==> config.mk <==
export PLATFORM = sky130hd
export DESIGN_NAME = syscall_console
export DESIGN_NICKNAME = d
export VERILOG_FILES = /design/src/rtl/syscall_console.sv
export SDC_FILE = /design/constraint.sdc
export NUM_CORES = 1
export LEC_CHECK = 0
export ABC_AREA = 1
export BUFFER_PORTS_ARGS = -buffer_cell sky130_fd_sc_hd__buf_4
export CORE_MARGIN = 3
export CORE_UTILIZATION = 55
export DETAILED_ROUTE_END_ITERATION = 8
export PLACE_DENSITY_LB_ADDON = 0.1
export REMOVE_ABC_BUFFERS = 1
export SETUP_SLACK_MARGIN = 0.05
export SLEW_MARGIN = 20
export SYNTH_ARGS = -nofsm -noshare
export SYNTH_HDL_FRONTEND = slang
export SYNTH_SLANG_ARGS = --single-unit
export TNS_END_PERCENT = 20
==> constraint.sdc <==
create_clock -name clock -period 2.9 [get_ports clock]
set_input_delay 0.435 -clock clock [delete_from_list [all_inputs] [get_ports clock]]
set_output_delay 0.435 -clock clock [all_outputs]
set_load 0.05 [all_outputs]
==> src/rtl/syscall_console.sv <==
// Console syscall unit: prints signed integers and characters as ASCII bytes over a
// valid/ready byte stream, and latches exit and unsupported-function conditions.
module syscall_console (
    input  logic        clock,
    input  logic        reset_n,
    input  logic        syscall_valid,
    input  logic [31:0] syscall_funct,
    input  logic [31:0] syscall_param,
    output logic        syscall_busy,
    output logic [7:0]  out_byte,
    output logic        out_valid,
    input  logic        out_ready,
    output logic        halted,
    output logic        bad_funct
);

    typedef enum logic [2:0] {
        IDLE,
        SIGN,
        DIGIT,
        EMIT,
        CHAR,
        HALT
    } state_t;

    state_t      stateReg, stateNext;
    logic [31:0] magReg, magNext;
    logic [3:0]  powIdxReg, powIdxNext;
    logic [3:0]  digitReg, digitNext;
    logic        startedReg, startedNext;
    logic [7:0]  byteReg, byteNext;
    logic        haltedReg, haltedNext;
    logic        badFunctReg, badFunctNext;

    logic [31:0] curPow;
    logic        xfer;

    function automatic logic [31:0] powerOfTen(input logic [3:0] idx);
        case (idx)
            4'd0:    powerOfTen = 32'd1;
            4'd1:    powerOfTen = 32'd10;
            4'd2:    powerOfTen = 32'd100;
            4'd3:    powerOfTen = 32'd1000;
            4'd4:    powerOfTen = 32'd10000;
            4'd5:    powerOfTen = 32'd100000;
            4'd6:    powerOfTen = 32'd1000000;
            4'd7:    powerOfTen = 32'd10000000;
            4'd8:    powerOfTen = 32'd100000000;
            default: powerOfTen = 32'd1000000000;
        endcase
    endfunction

    assign curPow       = powerOfTen(powIdxReg);
    assign out_valid    = (stateReg == SIGN) || (stateReg == EMIT) || (stateReg == CHAR);
    assign xfer         = out_valid && out_ready;
    assign out_byte     = byteReg;
    assign syscall_busy = (stateReg != IDLE);
    assign halted       = haltedReg;
    assign bad_funct    = badFunctReg;

    always_ff @(posedge clock or negedge reset_n) begin
        if (!reset_n) begin
            stateReg    <= IDLE;
            magReg      <= '0;
            powIdxReg   <= '0;
            digitReg    <= '0;
            startedReg  <= 1'b0;
            byteReg     <= '0;
            haltedReg   <= 1'b0;
            badFunctReg <= 1'b0;
        end else begin
            stateReg    <= stateNext;
            magReg      <= magNext;
            powIdxReg   <= powIdxNext;
            digitReg    <= digitNext;
            startedReg  <= startedNext;
            byteReg     <= byteNext;
            haltedReg   <= haltedNext;
            badFunctReg <= badFunctNext;
        end
    end

    always_comb begin
        stateNext    = stateReg;
        magNext      = magReg;
        powIdxNext   = powIdxReg;
        digitNext    = digitReg;
        startedNext  = startedReg;
        byteNext     = byteReg;
        haltedNext   = haltedReg;
        badFunctNext = badFunctReg;

        case (stateReg)
            IDLE: begin
                if (syscall_valid && !haltedReg) begin
                    case (syscall_funct)
                        32'd1: begin
                            powIdxNext  = 4'd9;
                            digitNext   = 4'd0;
                            startedNext = 1'b0;
                            // Two's-complement negate; 0x80000000 maps onto itself as unsigned 2^31.
                            if (syscall_param[31]) begin
                                magNext   = 32'd0 - syscall_param;
                                byteNext  = 8'h2D;
                                stateNext = SIGN;
                            end else begin
                                magNext   = syscall_param;
                                stateNext = DIGIT;
                            end
                        end
                        32'd11: begin
                            byteNext  = syscall_param[7:0];
                            stateNext = CHAR;
                        end
                        32'd10, 32'd17: begin
                            haltedNext = 1'b1;
                            stateNext  = HALT;
                        end
                        default: badFunctNext = 1'b1;
                    endcase
                end
            end
            SIGN: begin
                if (xfer) stateNext = DIGIT;
            end
            DIGIT: begin
                if (magReg >= curPow && digitReg != 4'd9) begin
                    magNext   = magReg - curPow;
                    digitNext = digitReg + 4'd1;
                end else if (digitReg != 4'd0 || startedReg || powIdxReg == 4'd0) begin
                    byteNext    = 8'h30 + {4'h0, digitReg};
                    startedNext = 1'b1;
                    stateNext   = EMIT;
                end else begin
                    // Leading zero: skip straight to the next power of ten.
                    powIdxNext = powIdxReg - 4'd1;
                end
            end
            EMIT: begin
                if (xfer) begin
                    if (powIdxReg == 4'd0) begin
                        stateNext = IDLE;
                    end else begin
                        powIdxNext = powIdxReg - 4'd1;
                        digitNext  = 4'd0;
                        stateNext  = DIGIT;
                    end
                end
            end
            CHAR: begin
                if (xfer) stateNext = IDLE;
            end
            HALT: begin
                stateNext = HALT;
            end
            default: stateNext = IDLE;
        endcase
    end

endmodule

* Word level (Yosys, flattened, before mapping)
Memory sizes are Yosys's and may differ from the RTL's. Index checks and enable logic that the tools add are counted.
Storage, ports and cells: bits in registers 54, ROM bits 480, input port bits 68, word-level logic and storage cells 102, memories kept 1
Operators by class: add/subtract/negate cells 5, magnitude comparators 1, equal/unequal tests 23, multiplexer cells 39, bitwise operators 1, reductions and logical operators 24
Memories:
- (name not given) | words 16, width 30, rd ports 1, clocked after Yosys merged registers in 0, write ports 0, line 39 | case (idx)
Operators with widths (count):
- $mux 32 | 4
- $eq 32x4->1 const B | 2
- $pmux 32 s2 | 1
- $mux 4 | 11
- $eq 32x1->1 const B | 1
- $eq 32x5->1 const B | 1
- $ge 32x32->1 | 1
- $mux 8 | 4
- $pmux 8 s2 | 2
- $sub 1x32->32 const A | 1
- $sub 32x32->32 | 1
- $pmux 4 s3 | 2
- $mux 3 | 6
- $ne 2x2->1 const B | 9
- $pmux 3 s6 | 1
- $reduce_and 7->1 | 2
- $reduce_and 6->1 | 2
- $pmux 3 s3 | 1
- $add 6x4->7 const A | 1
- $eq 3x2->1 const B | 2
- $eq 3x3->1 const B | 2
- $reduce_and 3->1 | 2
- $reduce_bool 3->1 | 2
- $reduce_and 5->1 | 1
- 22 further kinds | 31

* Logic depth before layout (Yosys ltp)
Gate-level depths: netlist of run 1.
depth in word-level cells 6, depth in mapped cells 22, gate-level depth less buffers 22

* Least setup slack after synthesis of run 1
OpenSTA, ideal clock, no wires.
kind register to register, from reg powIdxReg[0], to reg magReg[30], library setup time 0.116 ns, arrival time 2.807 ns, data required time 2.784 ns, slack -0.024 ns, stages on the path, launching flop included 23, cell sequence dfrtp_1 > inv_1 > ha_1 > ha_1 > inv_1 > nor2_1 > ha_1 > fa_1 > inv_1 > nand2_1 > nand2_1 > nand3_1 > nand2_1 > nand2_1 > nand3_1 > nand2_1 > nand2_2 > nand2_2 > nand2_4 > nand2_2 > buf_2 > nand2_1 > nand2_1
Between the ends: longest elaborated chain between the ends 5
RTL lines:
- start, declared | line 28 | logic [3:0] powIdxReg, powIdxNext;
- start signal, assigned | line 74 | powIdxReg <= powIdxNext;
- $mem_v2 16x30 (*)
- $ge 32x32->1 | line 127 | if (magReg >= curPow && digitReg != 4'd9) begin
- $logic_and 1x1->1 | line 127
- $ne 2x2->1 (no line)
- $reduce_and 4->1 (no line)
- end signal, assigned | line 73 | magReg <= magNext;
- end, declared | line 27 | logic [31:0] magReg, magNext;
Every way passes the cells marked *; elsewhere a longest branch is shown, timed or not. The select of a mux whose other input is x is not followed. A chain may end at the register's enable or synchronous reset.

* Worst setup path after layout of run 1
from reg powIdxReg[0], to reg magReg[21]
Same word-level chain as after synthesis.

==> metrics.csv, run 1 <==
metric;value;unit
status;finished with violations;
failing checks;setup timing;
area of the multi-input gates;5196;um2
total track usage;34.17;%
Synth area leader;nand2_1;
library cells used by synthesis;40;
RSZ-0062 raised after global routing;yes;
Final Hold Viols;0;
IO Port Bufs;79;
fin area;9258;um2
CP Data Required Time;3090;ps
final period utilization;104.1;%
Vias;8813;
TNS Setup;-3099;ps
TritonCTS Sinks;54;
Cells after Synth;1222;
H-Tree Depth;2;
CP max FO;6;
CTS Hold Bufs;0;
Layout Area Growth over Synthesis;37.86;%
Routed Antenna Nets;0;
vias in the first global route;7597;
Synth Register Bits;54;
Min Hold Slack;177.4;ps
slew at the pin with the worst max-slew slack;722.4;ps
endpoint class of the critical path;register;
routability cong.;0.9698;
Avg Inst Size Synth;5.495;um2
Seq/Total Area, Yosys;20.12;%
Tmin final;3018;ps
final worst slack;-117.9;ps
Max IR drop VDD;0.2175;mV
Top FF cell, synth;dfrtp_1;
die extent in y;116.5;um
Data arrival, critical path;3210;ps
CTS clock-pin slew for the worst setup and hold paths;80;ps
final core occ;79.38;%
Clock Latency Late Sink;310;ps
num rows;39;
type of origin of the critical path;register;
first-pass GRT wire length;36410;um
Max Cap Viol;0;
area share of the largest cell type after synthesis;25.99;%
Async S/R FF share, synth;100.0;%
reg2reg setup slack;-120;ps
Min-Delay Path Class;in -> async;
post-detailed-routing wire length;25170;um
GRT overflow;0;
Yosys Warn Count;0;
Max transition margin;51.84;%
total die area;13570;um2
Layout Nets;1521;
CTS tree;built;
total CTS buffers;5;
maximum clock frequency;331.4;MHz
DPL Wire Length;17840;um
most common cell in the synthesized netlist;nand2_1;
Initial Util;57.58;%
die width;116.5;um
wire per inst;16.19;um
power per cell area;176.1;nW/um2
drt first pass iters;6;
fill count;863;
worst r2r src;powIdxReg[0];
Post-route DRC;0;
final setup violation count;46;
pins over their slew limit;0;
Root Buffer;clkbuf_16;
IO Count;80;
CTS max path bufs;2;
Starting DRT DRC Count;1058;
R2R cell count;20;
n_diodes;0;
Post-synth EDFFs;0;
Mapped Area;6715;um2
routed vias/inst;5.671;
share of cells above drive strength 1;27.00;%
largest cells by area after synthesis;nand2_1 (26%), dfrtp_1 (20%), inv_1 (9.6%);
largest net degree at the start of global routing;55;
LEAKAGE;4.940;nW
register area;1351;um2
initial antenna violation count;0;
pre-CTS setup slack;-228.4;ps
capturing point of the worst reg2reg path;magReg[21];
worst-case clock skew;9.509;ps
Crit Path Class;reg -> reg;
synth cell count leaders;nand2_1 (465), inv_1 (171), nor2_1 (146);
DP Area;8150;um2
Core ar.;11660;um2
==> cell families (layout without fill, tap and decap cells) <==
| family | Yosys count | count (layout) | synth area share, % |
|---|---|---|---|
| AO/OA/AOI/OAI | 100 | 100 | 8.217 |
| XOR/XNOR | 11 | 11 | 1.435 |
| adder cells (fa/ha/maj) | 43 | 43 | 8.124 |
| buffers and inverters | 212 | 401 | 12.15 |
| flip-flops | 54 | 54 | 20.12 |
| AND/OR/NAND/NOR | 802 | 802 | 49.95 |
==> power by group <==
part | total (mW) | internal [mW] | switching, mW
Clock | 0.636 | 0.329 | 0.307
Combinational | 0.242 | 0.107 | 0.135
Sequential | 0.752 | 0.752 | 0
==> layout by cell type, fill, tap and decap left out, drive strengths merged <==
cell type | synthesis | final
a21o | 1 | 1
dfrtp | 54 | 54
o31ai | 2 | 2
o32ai | 1 | 1
nor2 | 156 | 156
and2 | 2 | 2
nand3b | 6 | 6
xor2 | 9 | 9
buf | 15 | 202
nand2 | 472 | 472
o21bai | 5 | 5
a31oi | 1 | 1
clkinv | 6 | 7
or3 | 1 | 1
a21oi | 46 | 46
or2 | 4 | 4
xnor2 | 2 | 2
nor3 | 14 | 14
nand3 | 127 | 127
clkbuf | 8 | 7
o21ai | 37 | 37
o22ai | 5 | 5
inv | 183 | 185
ha | 42 | 42
fa | 1 | 1
o211ai | 2 | 2
nand4 | 20 | 20
==> worst max-delay path by stage <==
stage	start	end	slack, ps	depth (start not counted)
after floorplan	powIdxReg[0]	magReg[14]	-250	21
after global placement	powIdxReg[0]	powIdxReg[3]	-130	17
after detailed placement	powIdxReg[0]	powIdxReg[2]	-230	17
after CTS	powIdxReg[1]	magReg[17]	30	19
after global routing	powIdxReg[0]	magReg[21]	-240	24
final	powIdxReg[0]	magReg[21]	-120	20
==> per-layer routing <==
layer | part of all wire, % | track usage, %
met1 | 41 | 48.58
met3 | 10 | 5.440
met5 | 0 | 0
met4 | 4.7 | 10.98
met2 | 45 | 53.20
==> critical path: stages (launching register included) <==
cell,delay (ps)
dfrtp_1,390
inv_2,80
ha_4,200
ha_4,170
nor2_4,140
inv_2,70
buf_6,150
ha_4,290
nand2_1,80
inv_1,100
nand4_1,190
nor2_2,210
nor2_4,70
nand2_4,90
nand2_4,60
nand2_4,110
nand2_4,80
buf_12,150
clkbuf_16,150
nand2_2,60
nand2_1,50
==> stage by stage <==
stage / total power, mW / std cells
after floorplan: 0.8744 / 1199
after global placement: 0.9997 / 1520
after detailed placement: 1.005 / 1520
after CTS: 1.626 / 1539
after global routing: 1.693 / 1554
final: 1.630 / 1554
==> timing repair <==
item	in CTS	in global routing
resized for setup	47	129
pin swaps	19	47
endpoints found under the setup margin	52	52
setup buffers	10	13
cloned	1	2
==> cell type report <==
class	count	area share, %
Clock buffer	5	1.352
Clock inverter	3	0.2838
Multi-Input combinational cell	956	56.13
Inverter	189	7.704
Tap cell	143	1.933
Sequential cell	54	14.60
Timing Repair Buffer	204	18.00
==> flip-flops by register name, summed over array words and instances (netlist names) <==
name,count
magReg,32
digitReg,4
bad_funct,1
powIdxReg,4
stateReg,3
halted,1
out_byte,8
startedReg,1
No activity file was read; power rests on OpenSTA's default activity.
==> inputs of run 2 (changes only) <==
--- a/config.mk
+++ b/config.mk
@@ -9,6 +9,7 @@
 export BUFFER_PORTS_ARGS = -buffer_cell sky130_fd_sc_hd__buf_4
 export CORE_MARGIN = 3
 export CORE_UTILIZATION = 55
+export CTS_CLUSTER_DIAMETER = 60
 export DETAILED_ROUTE_END_ITERATION = 8
 export PLACE_DENSITY_LB_ADDON = 0.1
 export REMOVE_ABC_BUFFERS = 1
==> constraint.sdc (replaced) <==
create_clock -name clock -period 2.4 [get_ports clock]
set_input_delay 0.36 -clock clock [delete_from_list [all_inputs] [get_ports clock]]
set_output_delay 0.36 -clock clock [all_outputs]
set_load 0.05 [all_outputs]
==> run 2 against run 1 <==
The run still ends with setup timing left. Via count up 14%. Routed wire length is 26% higher. Clock skew fell by 2.6 ps. Setup slack lost 750 ps. Clock-buffer cell count is 1 higher. Register-to-register slack worse by 750 ps. Power is 28% higher. Die area unchanged. Critical path depth up 3. Sequential share of layout area decreased by 1.3 points. Largest cell class unchanged.
==> metrics.csv, run 2 (same netlist as run 1, synthesis figures left out) <==
metric;value;unit;change
share of cells above drive strength 1;32.01;%;+5.0 points
power per cell area;204.6;nW/um2;+16%
Tmin final;3264;ps;+246.0 ps
slew at the pin with the worst max-slew slack;736.4;ps;+13.95 ps
drt first pass iters;8;;+2
most frequent CP cell;nand2_1;;
CP max FO;7;;+1
endpoint class of the critical path;register;;
vias in the first global route;8740;;+15%
critical path launch point;powIdxReg[0];;
post-detailed-routing wire length;31810;um;+26%
total track usage;40.96;%;+6.8 points
commonest non-fill, non-tap cell in the layout;nand2_1;;
Max Cap Viol;0;;unchanged
Post-route DRC;0;;unchanged
slowest stage cell, crit path;dfrtp_1;;
die width;116.5;um;unchanged
crit path cell chain;inv_2, ha_4, ha_4, nand2_2, inv_4, a21oi_4, ha_4, buf_4, nand2_1, nand2_1, nand2_1, nand2_1, a21oi_2, nand3_2, nand2_2, nand2_2, nand2_4, nand2_8, nand2_8, buf_12, buf_6, nand2_1, nand2_1;;
Root Buffer;clkbuf_16;;
H-Tree Depth;2;;unchanged
Crit Path Class;reg -> reg;;
Routed Antenna Nets;0;;unchanged
worst r2r src;powIdxReg[0];;
overall power;2.080;mW;+28%
Max stage delay on crit path;390;ps;about the same
pins over their slew limit;0;;unchanged
CTS max path bufs;2;;unchanged
area of the multi-input gates;5400;um2;+3.9%
Vias;10010;;+14%
Initial Util;57.58;%;unchanged
Internal Power;1.533;mW;+29%
LEAKAGE;5.396;nW;+9.2%
Max transition margin;50.91;%;-0.93 points
Clock Latency Late Sink;310;ps;about the same
Core ar.;11660;um2;unchanged
power share of the sequential group;43.7;%;-2.4 points
Data arrival, critical path;3510;ps;+300 ps
DPL Wire Length;18690;um;+4.8%
CTS tree;built;;
final setup violation count;52;;+13%
num rows;39;;unchanged
CTS clock-pin slew for the worst setup and hold paths;70;ps;about the same
Biggest register;magReg;;
Min Hold Slack;112.5;ps;-64.97 ps
worst-case clock skew;6.947;ps;-2.562 ps
RSZ-0062 raised after global routing;yes;;
status;finished with violations;;
final worst slack;-864.0;ps;-746.0 ps
Clk network pwr share;41.4;%;+2.4 points
initial antenna violation count;0;;unchanged
register area;1353;um2;about the same
GRT overflow;0;;unchanged
Switching Share;26.29;%;-0.83 points
fill count;661;;-23%
Switch Pwr;546.9;uW;+24%
power share of the combinational group;14.9;%;about the same
routed vias/inst;6.139;;+8.3%
failing checks;setup timing;;
die extent in y;116.5;um;unchanged
max reg flops;32;;unchanged
total die area;13570;um2;unchanged
Final Hold Viols;0;;unchanged
Min-Delay Path Class;in -> async;;
type of origin of the critical path;register;;
routability cong.;0.9792;;+0.97%
final period utilization;136.0;%;+32 points
Max IR drop VDD;0.3274;mV;+51%
Layout Nets;1597;;+5.0%
Starting DRT DRC Count;1622;;+53%
largest net degree at the start of global routing;55;;unchanged
IO Port Bufs;79;;unchanged
n_diodes;0;;unchanged
commonest cells after routing, fill and taps aside;nand2_1 (402), buf_4 (253), inv_1 (164);;
Layout Area Growth over Synthesis;51.43;%;
TritonCTS Sinks;54;;unchanged
first-pass GRT wire length;43380;um;+19%
IO Count;80;;unchanged
CP Data Required Time;2640;ps;-450 ps
maximum clock frequency;306.4;MHz;-7.5%
total CTS buffers;5;;unchanged
wire per inst;19.51;um;+20%
## run 2: cell count changes in the layout (fill, tap and decap cells not counted), moves of 4 or more
cell,before,now
buf_6,8,12
nand3_2,7,21
nand3_1,120,103
buf_12,4,9
buf_4,189,253
nor2_1,124,128
## run 2: through the flow
| step | TNS [ps] | instances | utilization (%) | area, um2 | setup WS (ps) |
|---|---|---|---|---|---|
| after floorplan | -33900 | 1199 | - | 6610 | -752.6 |
| after global placement | -29310 | 1584 | 74.22 | 8656 | -597.7 |
| after detailed placement | -30990 | 1584 | 74.22 | 8656 | -644.0 |
| after CTS | -19600 | 1626 | 83.79 | 9772 | -405.8 |
| after global routing | -45480 | 1630 | 87.19 | 10170 | -979.5 |
| final | -39560 | 1630 | 87.19 | 10170 | -864.0 |
## run 2: power by group through the flow
| stage | clock network (mW) | logic [mW] | registers (mW) |
|---|---|---|---|
| final | 0.862 | 0.310 | 0.909 |
| after global routing | 0.893 | 0.342 | 0.909 |
| after CTS | 0.836 | 0.293 | 0.909 |
| after detailed placement | 0 | 0.287 | 0.927 |
| after global placement | 0 | 0.283 | 0.927 |
| after floorplan | 0 | 0.129 | 0.927 |
## run 2: worst max-delay path, delay by kind of cell, from the launching register on
| family | cells | cell delay, ps |
|---|---|---|
| buf+inv | 5 | 570 |
| flops | 1 | 390 |
| compound gates | 2 | 400 |
| simple gates | 13 | 1150 |
| fa+ha+maj | 3 | 660 |
## run 2: final cells by class
class	count	share of cell area, %
multi-input combinational	956	53.11
timing repair buffer	280	23.16
sequential	54	13.30
inverter	189	7.038
tap	143	1.760
clock buffer	6	1.267
clock inverter	2	0.3691
## run 2: metal layers
layer,part of all wire (%),wire [um],vias to the layer above,GRT usage [%]
met5,0,0,-,0
met4,7.8,2487,0,18.02
met3,14,4445,306,8.083
met2,43,13690,937,67.47
met1,35,11180,4413,52.15
li1,-,-,4351,-
## run 2: worst paths after layout
| check | endpoint | slack, ps | cells after the start |
|---|---|---|---|
| max in group asynchronous | powIdxReg[3] | 1770 | 1 |
| min | digitReg[2] | 110 | 1 |
| max reg2reg | magReg[2] | -860 | 23 |
| max | magReg[2] | -860 | 23 |
| min reg2reg | bad_funct | 490 | 2 |
| min in group clock | bad_funct | 350 | 3 |
## run 2: timing repair
item	in CTS	in global routing
hold buffers	0	0
gates cloned	4	0
pin swaps	51	42
gates resized for setup	135	85
setup buffers	31	4
endpoints found under the setup margin	52	52
==> inputs of run 3 (changes only) <==
--- a/config.mk
+++ b/config.mk
@@ -7,7 +7,7 @@
 export LEC_CHECK = 0
 export ABC_AREA = 1
 export BUFFER_PORTS_ARGS = -buffer_cell sky130_fd_sc_hd__buf_4
-export CORE_MARGIN = 3
+export CORE_MARGIN = 2
 export CORE_UTILIZATION = 55
 export CTS_CLUSTER_DIAMETER = 60
 export DETAILED_ROUTE_END_ITERATION = 8
==> run 3 against run 2 <==
The flow still finishes with violations (setup timing). Clock skew rose by 2.8 ps. Critical path type unchanged. Cell count down 1.3%. Worst hold slack improved by 0.97 ps. Sequential share of layout area up 0.98 points.
==> metrics.csv, run 3 (same netlist as run 1, synthesis figures left out) <==
metric;value;unit;change
slew at the pin with the worst max-slew slack;709.5;ps;-26.87 ps
post-detailed-routing wire length;24800;um;-22%
n_diodes;0;;unchanged
failing checks;setup timing;;
TritonCTS Sinks;54;;unchanged
commonest cells after routing, fill and taps aside;nand2_1 (436), buf_4 (241), inv_1 (166);;
vias in the first global route;7803;;-11%
final setup violation count;52;;unchanged
Clock Latency Late Sink;300;ps;about the same
Crit Path Class;reg -> reg;;
routability cong.;0.9618;;-1.8%
Layout Area Growth over Synthesis;40.88;%;
maximum clock frequency;333.1;MHz;+8.7%
Min-Delay Path Class;in -> async;;
pins over their slew limit;0;;unchanged
H-Tree Depth;2;;unchanged
CTS clock-pin slew for the worst setup and hold paths;80;ps;about the same
CTS max path bufs;2;;unchanged
initial antenna violation count;0;;unchanged
worst-case clock skew;9.754;ps;+2.807 ps
CP max FO;4;;-3
Layout Nets;1572;;-1.6%
drt first pass iters;5;;-3
Routed Antenna Nets;0;;unchanged
GRT overflow;0;;unchanged
Tmin final;3002;ps;-262.2 ps
type of origin of the critical path;register;;
fill count;964;;+46%
power per cell area;207.2;nW/um2;+1.3%
Max transition margin;52.70;%;+1.8 points
RSZ-0062 raised after global routing;yes;;
num rows;40;;+2.6%
first-pass GRT wire length;38130;um;-12%
total die area;13110;um2;-3.4%
CTS tree;built;;
Starting DRT DRC Count;843;;-48%
die extent in y;114.5;um;-1.7%
LEAKAGE;5.141;nW;-4.7%
share of cells above drive strength 1;26.47;%;-5.5 points
Core ar.;11960;um2;+2.6%
final period utilization;125.1;%;-11 points
Min Hold Slack;113.4;ps;+0.9740 ps
placed insts;1579;;-0.32%
status;finished with violations;;
Post-route DRC;0;;unchanged
total CTS buffers;5;;unchanged
Biggest register;magReg;;
max reg flops;32;;unchanged
final worst slack;-601.7;ps;+262.2 ps
total track usage;36.55;%;-4.4 points
largest net degree at the start of global routing;55;;unchanged
routed vias/inst;5.481;;-11%
Root Buffer;clkbuf_16;;
commonest non-fill, non-tap cell in the layout;nand2_1;;
Final Non-Filler Cells;1609;;-1.3%
CP Data Required Time;2630;ps;about the same
IO Count;80;;unchanged
wire per inst;15.41;um;-21%
Vias;8819;;-12%
IO Port Bufs;79;;unchanged
DPL Wire Length;18370;um;-1.7%
die width;114.5;um;-1.7%
Max IR drop VDD;0.3477;mV;+6.2%
Final Hold Viols;0;;unchanged
Max Cap Viol;0;;unchanged
endpoint class of the critical path;register;;
Initial Util;56.14;%;-1.4 points
Data arrival, critical path;3240;ps;-270 ps
-- run 3: cell count changes in the layout (fill, tap and decap cells not counted), moves of 4 or more --
| cell | previous run | this run |
|---|---|---|
| buf_6 | 12 | 6 |
| ha_1 | 22 | 26 |
| nand2_1 | 402 | 436 |
| nand2_2 | 55 | 30 |
| nand3_1 | 103 | 119 |
| nand2_4 | 13 | 4 |
| ha_4 | 18 | 12 |
| buf_4 | 253 | 241 |
| nand3_2 | 21 | 8 |
| buf_12 | 9 | 5 |
-- run 3: timing repair --
action,CTS,global route
buffers inserted,9,11
hold buffers,0,0
gates resized for setup,63,58
pin swaps,17,12
cloned,1,2
setup endpoints to repair,52,52
-- run 3: stage by stage --
step / setup TNS, ps / util (%) / power, mW / instance area (um2) / setup slack, ps
floorplan: -33900 / - / 1.057 / 6610 / -752.6
global placement: -28630 / 71.84 / 1.211 / 8593 / -671.4
detailed placement: -33740 / 71.84 / 1.215 / 8593 / -823.3
CTS: -17350 / 76.12 / 1.953 / 9105 / -360.5
global route: -34460 / 79.09 / 2.038 / 9460 / -757.2
finish: -26060 / 79.09 / 1.961 / 9460 / -601.7
-- run 3: final cells by class --
cell class	count	area (um2)	share of cell area [%]
clock buffer	6	138.9	1.468
clock inverter	2	12.51	0.1323
inverter	189	713.2	7.539
multi-input combinational	956	5006	52.92
sequential	54	1351	14.28
tap	147	183.9	1.944
timing repair buffer	255	2054	21.72
-- run 3: layer usage --
metal	GRT usage, %	share of wire [%]
met5	0	0
met1	52.33	42
met3	5.453	9.7
met4	8.130	3.1
met2	58.38	45
-- run 3: report_power, final --
part | leakage (nW) | internal (mW) | switching [mW]
sequential | 0.682 | 0.909 | 0
clock | 0.0729 | 0.415 | 0.344
combinational | 4.39 | 0.131 | 0.162
total | 5.14 | 1.45 | 0.506
-- run 3: critical path: stages, from the launching register on --
cell and delay, ps:
dfrtp_1 410, inv_2 100, buf_6 120, ha_2 190, nand2_2 70, nor2_4 140
a21oi_1 70, ha_1 310, buf_4 160, nand2_1 100, inv_1 50, nand2_1 60
nand2_1 80, inv_1 60, nand2_1 140, nand2_1 100, nand2_1 160, a21oi_1 260
o21ai_0 170, nand2_1 90, nand3_1 60, nand2_1 60
-- run 3: path summary, 6_finish.rpt --
| path | slack, ps | startpoint | depth (start not counted) | endpoint |
|---|---|---|---|---|
| setup reg to reg | -600 | powIdxReg[0] | 21 | magReg[15] |
| hold / removal | 110 | reset_n | 1 | digitReg[0] |
| setup / recovery | -600 | powIdxReg[0] | 21 | magReg[15] |
| hold reg to reg | 480 | bad_funct | 2 | bad_funct |
| min in group clock | 350 | syscall_valid | 3 | bad_funct |
| max in group asynchronous | 1820 | reset_n | 1 | magReg[21] |
